## src/rtl/game_timer_ctrl_pkg.sv

```systemverilog
// Shared state codes, widths and helpers for the game timer controller.
package game_timer_ctrl_pkg;

  localparam int unsigned SEC_W   = 6;
  localparam int unsigned MIN_W   = 5;
  localparam int unsigned TIMER_W = 11;
  localparam int unsigned STATE_W = 3;

  typedef enum logic [STATE_W-1:0] {
    ST_IDLE    = 3'd0,
    ST_RUNNING = 3'd1,
    ST_PAUSED  = 3'd2,
    ST_SOLVED  = 3'd3,
    ST_TIMEOUT = 3'd4
  } state_t;

  // Total elapsed seconds at which a game with the given minute limit times out.
  function automatic logic [TIMER_W-1:0] limit_seconds(input int unsigned lim_min);
    return TIMER_W'(lim_min * 60);
  endfunction

endpackage

```

## src/rtl/game_timer_ctrl_tick_prescaler.sv

```systemverilog
// Free-running 1 Hz clock-enable generator; wrap flags the last cycle of each second.
module tick_prescaler #(
  parameter int unsigned CLK_HZ = 50_000_000
) (
  input  logic clk,
  input  logic reset_n,
  input  logic en,
  input  logic clear,
  output logic wrap
);

  localparam int unsigned CNT_W = $clog2(CLK_HZ);
  localparam logic [CNT_W-1:0] LAST = CNT_W'(CLK_HZ - 1);

  logic [CNT_W-1:0] r_cnt;

  always_ff @(posedge clk or negedge reset_n) begin
    if (!reset_n) begin
      r_cnt <= '0;
    end else if (clear) begin
      r_cnt <= '0;
    end else if (en) begin
      r_cnt <= (r_cnt == LAST) ? '0 : r_cnt + CNT_W'(1);
    end
  end

  // Combinational so the top can register the tick on the wrapping edge.
  assign wrap = en && !clear && (r_cnt == LAST);

endmodule

```

## src/rtl/game_timer_ctrl.sv

```systemverilog
// Game time-keeping: start/pause/solve/abort FSM, MM:SS counters, timeout and best time.
module game_timer_ctrl
  import game_timer_ctrl_pkg::*;
#(
  parameter int unsigned CLK_HZ    = 50_000_000,
  parameter int unsigned LIMIT_MIN = 30
) (
  input  logic               clk,
  input  logic               reset_n,
  input  logic               start,
  input  logic               pause_toggle,
  input  logic               solved,
  input  logic               abort,
  output logic [STATE_W-1:0] state,
  output logic               running,
  output logic               tick,
  output logic [SEC_W-1:0]   seconds,
  output logic [MIN_W-1:0]   minutes,
  output logic [TIMER_W-1:0] timer,
  output logic               timeout,
  output logic               best_valid,
  output logic [TIMER_W-1:0] best_time
);

  localparam logic [TIMER_W-1:0] LIMIT_T = limit_seconds(LIMIT_MIN);
  localparam logic [SEC_W-1:0]   SEC_MAX = SEC_W'(59);

  state_t             r_state,      w_state_nxt;
  logic               r_running,    w_running_nxt;
  logic               r_tick,       w_tick_nxt;
  logic [SEC_W-1:0]   r_seconds,    w_seconds_nxt;
  logic [MIN_W-1:0]   r_minutes,    w_minutes_nxt;
  logic [TIMER_W-1:0] r_timer,      w_timer_nxt;
  logic               r_timeout,    w_timeout_nxt;
  logic               r_best_valid, w_best_valid_nxt;
  logic [TIMER_W-1:0] r_best_time,  w_best_time_nxt;

  logic w_wrap;
  logic w_start_ok;
  logic w_solve_ok;
  logic w_pres_clear;
  logic w_pres_en;

  assign w_start_ok   = start && (r_state inside {ST_IDLE, ST_SOLVED, ST_TIMEOUT});
  assign w_solve_ok   = solved && (r_state inside {ST_RUNNING, ST_PAUSED});
  assign w_pres_clear = abort || w_start_ok;
  assign w_pres_en    = (r_state == ST_RUNNING);

  tick_prescaler #(
    .CLK_HZ (CLK_HZ)
  ) u_prescaler (
    .clk     (clk),
    .reset_n (reset_n),
    .en      (w_pres_en),
    .clear   (w_pres_clear),
    .wrap    (w_wrap)
  );

  // State and all registered outputs.
  always_ff @(posedge clk or negedge reset_n) begin
    if (!reset_n) begin
      r_state      <= ST_IDLE;
      r_running    <= 1'b0;
      r_tick       <= 1'b0;
      r_seconds    <= '0;
      r_minutes    <= '0;
      r_timer      <= '0;
      r_timeout    <= 1'b0;
      r_best_valid <= 1'b0;
      r_best_time  <= '0;
    end else begin
      r_state      <= w_state_nxt;
      r_running    <= w_running_nxt;
      r_tick       <= w_tick_nxt;
      r_seconds    <= w_seconds_nxt;
      r_minutes    <= w_minutes_nxt;
      r_timer      <= w_timer_nxt;
      r_timeout    <= w_timeout_nxt;
      r_best_valid <= w_best_valid_nxt;
      r_best_time  <= w_best_time_nxt;
    end
  end

  // Next state in priority order: abort, start, solved, tick/timeout, pause_toggle.
  always_comb begin
    w_state_nxt      = r_state;
    w_tick_nxt       = 1'b0;
    w_seconds_nxt    = r_seconds;
    w_minutes_nxt    = r_minutes;
    w_timer_nxt      = r_timer;
    w_best_valid_nxt = r_best_valid;
    w_best_time_nxt  = r_best_time;

    if (abort) begin
      w_state_nxt   = ST_IDLE;
      w_seconds_nxt = '0;
      w_minutes_nxt = '0;
      w_timer_nxt   = '0;
    end else if (w_start_ok) begin
      w_state_nxt   = ST_RUNNING;
      w_seconds_nxt = '0;
      w_minutes_nxt = '0;
      w_timer_nxt   = '0;
    end else if (w_solve_ok) begin
      w_state_nxt = ST_SOLVED;
      if (!r_best_valid || (r_timer < r_best_time)) begin
        w_best_valid_nxt = 1'b1;
        w_best_time_nxt  = r_timer;
      end
    end else begin
      if (w_wrap) begin
        w_tick_nxt  = 1'b1;
        w_timer_nxt = r_timer + TIMER_W'(1);
        if (r_seconds == SEC_MAX) begin
          w_seconds_nxt = '0;
          w_minutes_nxt = r_minutes + MIN_W'(1);
        end else begin
          w_seconds_nxt = r_seconds + SEC_W'(1);
        end
        if (w_timer_nxt == LIMIT_T) begin
          w_state_nxt = ST_TIMEOUT;
        end
      end
      if (pause_toggle && (w_state_nxt != ST_TIMEOUT)) begin
        if (r_state == ST_RUNNING) begin
          w_state_nxt = ST_PAUSED;
        end else if (r_state == ST_PAUSED) begin
          w_state_nxt = ST_RUNNING;
        end
      end
    end

    w_running_nxt = (w_state_nxt == ST_RUNNING);
    w_timeout_nxt = (w_state_nxt == ST_TIMEOUT);
  end

  assign state      = r_state;
  assign running    = r_running;
  assign tick       = r_tick;
  assign seconds    = r_seconds;
  assign minutes    = r_minutes;
  assign timer      = r_timer;
  assign timeout    = r_timeout;
  assign best_valid = r_best_valid;
  assign best_time  = r_best_time;

endmodule

```

## config.mk

```make
export PLATFORM = sky130hd
export DESIGN_NAME = game_timer_ctrl
export DESIGN_NICKNAME = d
export VERILOG_FILES = /design/src/rtl/game_timer_ctrl_pkg.sv /design/src/rtl/game_timer_ctrl_tick_prescaler.sv /design/src/rtl/game_timer_ctrl.sv
export SDC_FILE = /design/constraint.sdc
export NUM_CORES = 1
export LEC_CHECK = 0
export ABC_AREA = 1
export ABC_CLOCK_PERIOD_IN_PS = 2000
export CORE_MARGIN = 3
export CORE_UTILIZATION = 48
export DETAILED_ROUTE_END_ITERATION = 12
export PLACE_DENSITY = 0.79
export RECOVER_POWER = 25
export SLEW_MARGIN = 15
export SYNTH_ARGS = -nofsm -noshare
export SYNTH_HDL_FRONTEND = slang
export SYNTH_SLANG_ARGS = --single-unit
```

## constraint.sdc

```tcl
create_clock -name clk -period 2 [get_ports clk]
set_input_delay 0.6 -clock clk [delete_from_list [all_inputs] [get_ports clk]]
set_output_delay 0.6 -clock clk [all_outputs]
set_load 0.02 [all_outputs]
```

==> metrics <==
global-route wire length before repair=15700 um; DR vias=3748; synthesized area=approximately 3800 um2; Die Y=95.5 um; most common cell after layout, fill and taps aside=nand2_1; RR Startpoint=u_prescaler.r_cnt[1]; PD cells=620 nW/um2; Post-Syn Instances=478; Hold Crit Endpoint=best_time[4]; final worst-path cycle share=1.02; gr ovfl total=0; effective utilization at floorplan=0.513; final net count=a little over 600; vias in the first global route=3436; clk_lat worst skew=0.36 ns; DP Wirelength=6760 um; EDFF count, synth=0; Synth Area in Compound Gates=0.131; Worst R2R Setup Slack=-0.03 ns; Die W=95.5 um; Syn Area/Cell=around 8.0 um2; reg2reg end=timeout; Final Critical Period=roughly 2.0 ns; Finish-stage setup viols=2; Layout Cells excl Fill=692; MaxCap Viol Count=0; fmax=0.492 GHz; area delta synth->final=39.1%; post-route antenna net violation count=0; Synth Area in Simple Gates=0.277; min-delay src=best_time[4]; Min-Delay Path Class=reg2reg; Critical Path Sink Type=flop; clock share of power=0.386; Post-CTS Hold Buffers=0; die area=approximately 9000 um2; max incr delay on CP=around 0.44 ns; largest family of logic cells by synthesized area=simple AND/OR/NAND/NOR gates; combinational fraction of design power=0.185; CP required=between 2 and 2.5 ns; Root Buffer=clkbuf_8; Port Buf Inserts=45; vias per cell=5.42; xor/xnor cell area share of the yosys netlist=0.0365; Cells after DPL=650; Initial DRC Count=232; CORE AREA=about 7500 um2; FP Rows=31; Ports=46; most frequent cells in the layout=102 x nand2_1, 63 x inv_1, 56 x dfrtp_1; layout cells sized above 1=0.275; post-synthesis sequential area ratio=0.430; H-tree levels=3; Slew @ Worst Pin=1.45 ns; Fin. Hold Viols=0; CTS sink cnt=66; maximum buffer depth of the clock tree=2; Clock transition at path regs=0.08 ns; switching power=0.000945 W; syn_nets=about 500; RSZ-0062 raised after global routing=yes; largest net degree at the start of global routing=67; cell internal pwr=0.00237 W; DRC=0; worst setup margin=-0.0328 ns; Filler cells=about 500; critical path class=reg2reg; switching share of power=0.285; post-synth cell types=41; sequential power share=0.430; r2r worst-path depth=12; routed wire length=around 11000 um; Hold Path Cell Cnt=2; startpoint types=flop; Post-synth top flop=dfrtp_1; CP max stage cell=dfrtp_1; proportion of synthesized area in mux cells=0; setup TNS=-0.0506 ns; Seq cells post-synth=66; Slew Limit Fails=0; DR WL/cell=around 15 um; Pre-Repair DR Iteration Count=5; Ys Warns=0; ys async rst share=1.00; global-route usage over all layers=0.222; failing checks=negative setup slack; Slew HR=0.0324; Arr. time, crit path=roughly 2.3 ns; Peak supply drop=606 uV; outcome=finished, violations left; diode count=0; post-synthesis adder-cell area fraction=0.0456; Setup Skew=0.00938 ns; TritonCTS clock tree=built; worst-path maximum fanout=4; critical-path cell list=ha_4 > nand3_4 > nor3_4 > nand3_2 > nor2_2 > nand2_2 > o21ai_1 > nand2_1 > nand3_2 > nand2_1 > a21oi_2 > nor2_1; multi-input logic area=2100 um2; initial antenna violation count=0; FF/Latch Area=1660 um2; LEAKAGE=between 2 and 3 nW; Num CTS Buffers=9; RePlAce Congestion=0.872
-- worst max-delay path by stage --
stage                         startpoint          to  slack [ns]  cells after the start
floorplan                       timer[1]     timeout        0.05                     14
global placement                   start  minutes[4]       -0.21                     10
detailed placement                 abort     timeout       -0.27                     13
CTS                 u_prescaler.r_cnt[0]     timeout       -0.01                     12
global route        u_prescaler.r_cnt[1]     running       -0.18                     13
finish              u_prescaler.r_cnt[1]     timeout       -0.03                     12
-- flip-flops by register name (all words and copies together), names as in the netlist, 3 cells and up --
register / flops
best_time: 11
u_prescaler.r_cnt: 26
minutes: 5
seconds: 6
timer: 11
state: 3
-- cell families (layout without fill, tap and decap cells) --
family | after synthesis | in the layout
AO/OA/AOI/OAI | 90 | 90
XOR/XNOR | 16 | 16
adder cells (fa/ha/maj) | 14 | 14
buffers and inverters | 80 | 195
flip-flops | 66 | 66
AND/OR/NAND/NOR | 212 | 212
-- critical path: cells and delay by family, from the launching register on --
kind	cells	cell delay, ns
AND/OR/NAND/NOR	9	1.07
flip-flops	1	0.44
adder cells (fa/ha/maj)	1	0.18
AO/OA/AOI/OAI	2	0.21
-- cell type report --
class                      count  share of cell area
clock buffer                  10              0.0258
clock inverter                 6              0.0169
inverter                      73              0.0513
multi-input combinational    332               0.393
sequential                    66               0.311
tap                           99              0.0232
timing repair buffer         106               0.179
-- power by group through the flow --
stage	clock network [W]	logic (W)	registers, W
5_1_grt	0.00135	0.000670	0.00143
4_1_cts	0.00131	0.000546	0.00142
2_1_floorplan	0	0.000241	0.00148
6_report	0.00128	0.000611	0.00142
3_3_place_gp	0	0.000544	0.00144
3_5_place_dp	0	0.000557	0.00145
-- what timing repair did --
action | in CTS | in global routing
gates resized for setup | 27 | 69
pin swaps | 0 | 22
setup endpoints to repair | 26 | 34
cloned | 0 | 2
setup buffers | 0 | 24
-- Yosys cell counts (all sizes together), types with 2 or more instances --
master / n / area share
nand2: 118 / 0.12
inv: 73 / 0.071
dfrtp: 66 / 0.43
o21ai: 48 / 0.064
nor2: 38 / 0.050
nand3: 26 / 0.039
a21oi: 18 / 0.025
xor2: 15 / 0.034
ha: 14 / 0.046
o22ai: 14 / 0.023
nor3: 13 / 0.025
nand4: 12 / 0.025
buf: 5 / 0.0065
nor4: 4 / 0.012
a211oi: 2 / 0.0039
a31oi: 2 / 0.0033
clkbuf: 2 / 0.0020
-- metal layers --
layer  part of all wire  global-route usage  vias up
met2               0.51               0.360      145
li1                   -                   -     1805
met3              0.061              0.0529       19
met4              0.017              0.0877        0
met5                  0                   0        -
met1               0.41               0.289     1779
-- metrics by stage --
stage	total power, W	hold WS [ns]	util	setup slack [ns]	instance area, um2
4_1_cts	0.00327	0.256	0.654	-0.0101	4900
2_1_floorplan	0.00173	0.304	-	0.0547	3840
3_5_place_dp	0.00200	0.488	0.623	-0.268	4670
3_3_place_gp	0.00199	0.479	0.623	-0.215	4670
6_report	0.00331	0.515	0.714	-0.0328	5340
5_1_grt	0.00345	0.542	0.714	-0.182	5340
(Power assumes the default switching activity.)
